### src/rtl/router_fifo.sv
// router_fifo: per-destination output buffer of the 1x3 router.
// Stores {header_flag, byte} words written by the register stage and tracks
// how many bytes of the packet currently being read out are still pending.
// Optional build macro: ROUTER_FIFO_OCC_EN adds the 'occupancy' output port.
module router_fifo #(
  parameter int DEPTH = 16,
  parameter int WIDTH = 8
) (
  input  logic                     clk,
  input  logic                     rst,
  input  logic                     soft_reset,
  input  logic                     write_enb,
  input  logic                     read_enb,
  input  logic                     lfd_state,
  input  logic [WIDTH-1:0]         data_in,
  output logic [WIDTH-1:0]         data_out,
  output logic                     full,
  output logic                     empty,
`ifdef ROUTER_FIFO_OCC_EN
  output logic [$clog2(DEPTH):0]   occupancy,
`endif
  output logic                     pkt_active
);

  localparam int AW = $clog2(DEPTH);
  localparam logic [AW:0]      PTR_ONE = {{AW{1'b0}}, 1'b1};
  localparam logic [WIDTH-2:0] CNT_ONE = {{(WIDTH-2){1'b0}}, 1'b1};

  logic [AW:0]      wr_ptr_q, wr_ptr_d;
  logic [AW:0]      rd_ptr_q, rd_ptr_d;
  logic [WIDTH-2:0] cnt_q, cnt_d;
  logic [WIDTH-1:0] dout_q, dout_d;
  logic [WIDTH:0]   mem_q [DEPTH];
  logic [WIDTH:0]   mem_d [DEPTH];

  logic             do_wr;
  logic             do_rd;
  logic [WIDTH:0]   rd_word;

  // Status flags straight from the registered pointers.
  always_comb begin
    empty = (wr_ptr_q == rd_ptr_q);
    full  = (wr_ptr_q[AW] != rd_ptr_q[AW]) &&
            (wr_ptr_q[AW-1:0] == rd_ptr_q[AW-1:0]);
    // full/empty are judged before this cycle's transfers, so a read at
    // full frees no room for a same-cycle write, and vice versa at empty.
    do_wr = write_enb && !full;
    do_rd = read_enb && !empty;
  end

  // Next-state for pointers, storage, read data and the packet byte counter.
  always_comb begin
    wr_ptr_d = wr_ptr_q;
    rd_ptr_d = rd_ptr_q;
    cnt_d    = cnt_q;
    dout_d   = dout_q;
    mem_d    = mem_q;
    rd_word  = mem_q[rd_ptr_q[AW-1:0]];

    if (soft_reset) begin
      // Flush: storage contents are left alone, they become unreachable.
      wr_ptr_d = '0;
      rd_ptr_d = '0;
      cnt_d    = '0;
      dout_d   = '0;
    end else begin
      if (do_wr) begin
        mem_d[wr_ptr_q[AW-1:0]] = {lfd_state, data_in};
        wr_ptr_d = wr_ptr_q + PTR_ONE;
      end
      if (do_rd) begin
        rd_ptr_d = rd_ptr_q + PTR_ONE;
        dout_d   = rd_word[WIDTH-1:0];
        if (rd_word[WIDTH]) begin
          // Header: length field plus one parity byte; abandons any old packet.
          cnt_d = {1'b0, rd_word[WIDTH-1:2]} + CNT_ONE;
        end else if (cnt_q != '0) begin
          cnt_d = cnt_q - CNT_ONE;
        end
      end
    end
  end

  // State registers with synchronous active-low reset clearing everything.
  always_ff @(posedge clk) begin
    if (!rst) begin
      wr_ptr_q <= '0;
      rd_ptr_q <= '0;
      cnt_q    <= '0;
      dout_q   <= '0;
      for (int unsigned i = 0; i < DEPTH; i++) begin
        mem_q[i] <= '0;
      end
    end else begin
      wr_ptr_q <= wr_ptr_d;
      rd_ptr_q <= rd_ptr_d;
      cnt_q    <= cnt_d;
      dout_q   <= dout_d;
      mem_q    <= mem_d;
    end
  end

  // Output drive.
  always_comb begin
    data_out   = dout_q;
    pkt_active = (cnt_q != '0);
`ifdef ROUTER_FIFO_OCC_EN
    occupancy  = wr_ptr_q - rd_ptr_q;
`endif
  end

endmodule

### config.mk
export PLATFORM = sky130hd
export DESIGN_NAME = router_fifo
export DESIGN_NICKNAME = d
export VERILOG_FILES = /design/src/rtl/router_fifo.sv
export SDC_FILE = /design/constraint.sdc
export NUM_CORES = 1
export LEC_CHECK = 0
export CORE_ASPECT_RATIO = 1.2
export CORE_MARGIN = 2
export CORE_UTILIZATION = 54
export DETAILED_ROUTE_END_ITERATION = 16
export HOLD_SLACK_MARGIN = 0.03
export PLACE_DENSITY = 0.71
export SYNTH_ARGS = -nofsm -noshare
export SYNTH_HDL_FRONTEND = slang
export SYNTH_SLANG_ARGS = --single-unit
### constraint.sdc
create_clock -name clk -period 3.96 [get_ports clk]
set_clock_uncertainty 0.1 [all_clocks]
set_input_delay 0.792 -clock clk [delete_from_list [all_inputs] [get_ports clk]]
set_output_delay 0.792 -clock clk [all_outputs]
set_load 0.005 [all_outputs]
-- After elaboration in Yosys (flattened, before gate mapping)
Index checks and enable logic that the tools add are counted.
- register bits after elaboration: 169
- latch bits: 0
- bits in writable memories: 0
- bits in read-only memories: 0
- input port bits: 14
- output and inout bits: 11
- logic and storage cells: 53
- memories: 0
- $add $sub $neg: 4
- multipliers: 0
- div/mod/pow operators: 0
- $lt $le $gt $ge: 3
- equal/unequal tests: 3
- shift operators: 0
- multiplexer cells: 8
- bitwise operators: 4
- reduce and logical (&&, ||, !) cells: 11
- operator list (kind ; count):
    144-bit bitwise mux ; 1
    9-bit binary-select mux with 4-bit select ; 1
    9-bit demux with 4-bit select ; 1
    9-bit 2-to-1 mux ; 3
    7-bit 2-to-1 mux ; 2
    5-bit by 1-bit adder with 5-bit output (second input constant) ; 2
    5-bit >= comparator (second input constant) ; 2
    4-bit inverter with 5-bit output ; 2
    6-bit by 1-bit adder with 7-bit output (second input constant) ; 1
    7-bit nonzero test ; 1
    7-bit by 1-bit subtractor with 7-bit output (second input constant) ; 1
    5-bit equality test ; 1
    5-bit by 1-bit < comparator with 1-bit output (second input constant) ; 1
    4-bit equality test ; 1
    1-bit logical AND ; 4
    2-bit AND reduction ; 2
    1-bit logical NOT ; 2
    1-bit inverter ; 2
    2-bit nonzero test ; 1
    2-bit OR reduction ; 1
    1-bit != test ; 1

-- Longest topological paths before layout
- depth in word-level cells: 6
- depth in mapped cells: 10

-- Worst setup path after synthesis
Ideal clock, no wire load.
- path type: reg2reg
- start point: register rd_ptr_q[1]
- end point: register cnt_q[6]
- library setup time: 0.074 ns
- arrival: 2.296 ns
- setup slack: 1.490 ns
- cell stages (with the launch flop): 11
- path buffers: 3
- period minus slack after synthesis: 2.470 ns
- path through: dfxtp_1 buf_2 buf_2 buf_2 mux4_2 mux2i_1 mux2i_1 ha_1 nand3_1 or3_1 a31oi_1
- cells in the longest elaborated chain, start to end: 6
- RTL lines (what ; line ; source):
    from (decl) ; 30 ; logic [AW:0] rd_ptr_q, rd_ptr_d;
    from (signal assigned) ; 96 ; rd_ptr_q <= rd_ptr_d;
    4-bit inverter with 5-bit output (not written as such) ; 58 ; rd_word = mem_q[rd_ptr_q[AW-1:0]];
    9-bit binary-select mux with 4-bit select ; 58 ;
    9-bit 2-to-1 mux (not written as such) (2 in series) ; 58 ;
    net rd_word[3] ; 38 ; logic [WIDTH:0] rd_word;
    6-bit by 1-bit adder with 7-bit output ; 76 ; cnt_d = {1'b0, rd_word[WIDTH-1:2]} + CNT_ONE;
    7-bit 2-to-1 mux ; 74 ; if (rd_word[WIDTH]) begin
    to (signal assigned) ; 97 ; cnt_q <= cnt_d;
    to (decl) ; 31 ; logic [WIDTH-2:0] cnt_q, cnt_d;
The timed path passes the listed nets, and every way through them passes these cells. The select of a mux whose other input is x is not followed.
A chain may end at the register's enable or synchronous reset.

-- Worst setup path after layout
- start point: register rd_ptr_q[2]
- end point: output port full
- cells in the longest elaborated chain, start to end: 2
- RTL lines (what ; line ; source):
    4-bit equality test ; 44 ; (wr_ptr_q[AW-1:0] == rd_ptr_q[AW-1:0]);
    1-bit logical AND ; 43 ; full = (wr_ptr_q[AW] != rd_ptr_q[AW]) &&
    to (decl) ; 17 ; output logic full,
Every way passes these cells.

==> impl_metrics.ini <==
[grt]
grt.total_usage_pct = 24.8
grt_max_degree = 145
grt_pass1_vias = 5191
antenna_found_initial = 0
grt-ovfl-total = 0
grt_pass1_wl_um = 29000

[setup_path]
arrival_ns = 2.45
slowest_delay_ns = 0.63
crit_buf_inv = 2
critPathMaxFanout = 19
start_kind = flip-flop
cp.required_ns = 3.07
end_kind = output pin
cp_top_family = buffers and inverters
crit_chain = buf_4 -> xnor2_1 -> nand4_1 -> nor2_1 -> clkdlybuf4s50_1
critPathSlowestCell = dfxtp_1
worstSetupPathType = flip-flop to output pin

[detailed_routing]
postRouteAntennaNets = 0
drt_iter0_drc = 381
met1Wirelength_um = 8160
wire_per_inst_um = 20.2
drt_pass1_iterations = 4
drt_wl_total_um = 18400
vias_per_cell = 5.77
wl_met3_um = 632
drc = 0
top_layer = met4
vias = 5257
wl_met2_um = 9190

[synthesis]
postSynth.asyncResetShare_pct = 0
synth-seq-cells = 169
synth_top_area_cell = dfxtp_1
synth.avg_cell_area_um2 = 10.8
synth_nets = 756
seq_area_frac_synth_pct = 42.6
synthCells = 734
synth_area_leaders = dfxtp_1, mux2i_1, nor2b_1
yosysUniqueCellTypes = 35
synth_common_cells = dfxtp_1, mux2i_1, nor2b_1
ys_warn_count = 0
synth_most_common_cell = dfxtp_1
synth_ff_type = dfxtp_1
synth-edff-count = 0
synth.top_cell.area_share_pct = 42.6
synth_area_um2 = 7940

[cells_and_area]
fillers = 1191
nNetsFinal = 745
diodes = 0
syn_to_final_growth_pct = 10.7
fin_area_um2 = 8780
seq_area_um2 = 3390
drive_above_1_share_pct = 10.9
multi_input_area_um2 = 4260
fin_util_pct = 61.2

[cts]
cts-root-buf = clkbuf_16
postCtsSetupBuffers = 0
clkTransAtPathRegs_ns = 0.06
cts_tree = yes
cts_hold_buf = 0
cts_resized = 0
cts_buffers = 17
cts_buffer_depth = 2
ctsHtreeMaxLevel = 4
cts_sinks = 169
clock_latency_ns = 0.43

[placement]
globalplace.congestion = 0.826
placed_area_um2 = 8180
dp_hpwl_um = 11800
io_buffers = 24

[power]
p_switching_uw = 780
p_clk_share_pct = 47.7
power_frac_seq_pct = 47.9
p_int_mw = 2.80
switching_share_pct = 21.8
power.density_nw_per_um2 = 407
ir_drop_mv = 0.257
total_power_mw = 3.58
leakage_nw = 3.85
power_frac_comb_pct = 4.4

[timing]
post-route-period-util_pct = 84.5
finalSetupViolations = 0
worst_hold_slack_ns = 0.353
slew_headroom_pct = 23.5
post-route-min-period_ns = 3.35
finalHoldViolations = 0
fmax_mhz = 299
rsz0062_at_grt = no
drv_slew = 0
finalSetupTns_ns = 0
tightestPinTransition_ns = 1.14

[floorplan]
die_h_um = 137
die_w_um = 115
num_rows = 48
dieArea_um2 = 15700
ios = 25
start_util_pct = 55.3
core_area_um2 = 14400

[min_path]
hp-class = flip-flop to flip-flop

[run]
cap_violations = 0

[status]
status = finished clean
cell usage in the layout, fill, tap and decap left out, drive strengths merged, types with 6 or more instances in the layout:
cell type | netlist | layout
dfxtp | 169 | 169
mux2i | 155 | 155
nor2b | 149 | 149
mux4 | 39 | 39
nand2 | 30 | 30
nand3 | 28 | 28
clkdlybuf4s50 | 0 | 23
nor2 | 22 | 22
clkbuf | 31 | 20
a21oi | 14 | 14
xor2 | 10 | 10
ha | 8 | 8
buf | 30 | 8
xnor2 | 6 | 6
power by group through the flow:
stage	Combinational [mW]	Clock [mW]	Sequential (mW)
2_1_floorplan	0.109	0	1.75
3_3_place_gp	0.153	0	1.75
3_5_place_dp	0.157	0	1.75
4_1_cts	0.158	1.72	1.72
5_1_grt	0.170	1.80	1.72
6_report	0.158	1.71	1.72
final timing paths:
path | from | endpoint | slack (ns) | cells after the start
max | rd_ptr_q[2]$_SDFFE_PP0P_ | full | 0.61 | 5
min | data_out[5]$_SDFFE_PP0P_ | data_out[5]$_SDFFE_PP0P_ | 0.35 | 2
max reg2reg | rd_ptr_q[2]$_SDFFE_PP0P_ | mem_q[6]$_SDFFE_PN0P_ | 0.81 | 8
min reg2reg | data_out[5]$_SDFFE_PP0P_ | data_out[5]$_SDFFE_PP0P_ | 0.35 | 2
per-stage QoR:
stage | setup WS [ns] | instances
5_1_grt | 0.403 | 911
3_5_place_dp | 0.805 | 879
4_1_cts | 0.563 | 911
2_1_floorplan | 1.49 | 734
3_3_place_gp | 0.846 | 879
6_report | 0.614 | 911
metal layers:
layer | up-vias | GRT usage, %
li1 | 2521 | -
met1 | 2627 | 31.8
met2 | 84 | 41.6
met3 | 25 | 4.52
met4 | 0 | 9.21
met5 | - | 0
registers in the layout, summed over array words and instances (netlist names):
name,flops
mem_q,144
cnt_q,7
data_out,8
rd_ptr_q,5
wr_ptr_q,5
cell families after synthesis:
family,after synthesis,synth area share [%]
xor+xnor,16,1.77
buf+inv,66,3.63
fa+ha+maj,8,1.26
compound gates,36,2.82
mux,194,30.6
simple gates,245,17.3
flops,169,42.6
worst min-delay path: stages, from the launching register on:
cell and delay (ns):
dfxtp_1 0.31, nand2_1 0.05, a21oi_1 0.05
cell type report:
cell class	instances	share of cell area (%)
Clock inverter	12	1.70
Inverter	5	0.214
Multi-Input combinational cell	499	48.6
Tap cell	175	2.49
Timing Repair Buffer	31	3.28
Clock buffer	20	5.20
Sequential cell	169	38.6
Note: power is estimated with default switching activity, not from simulation.
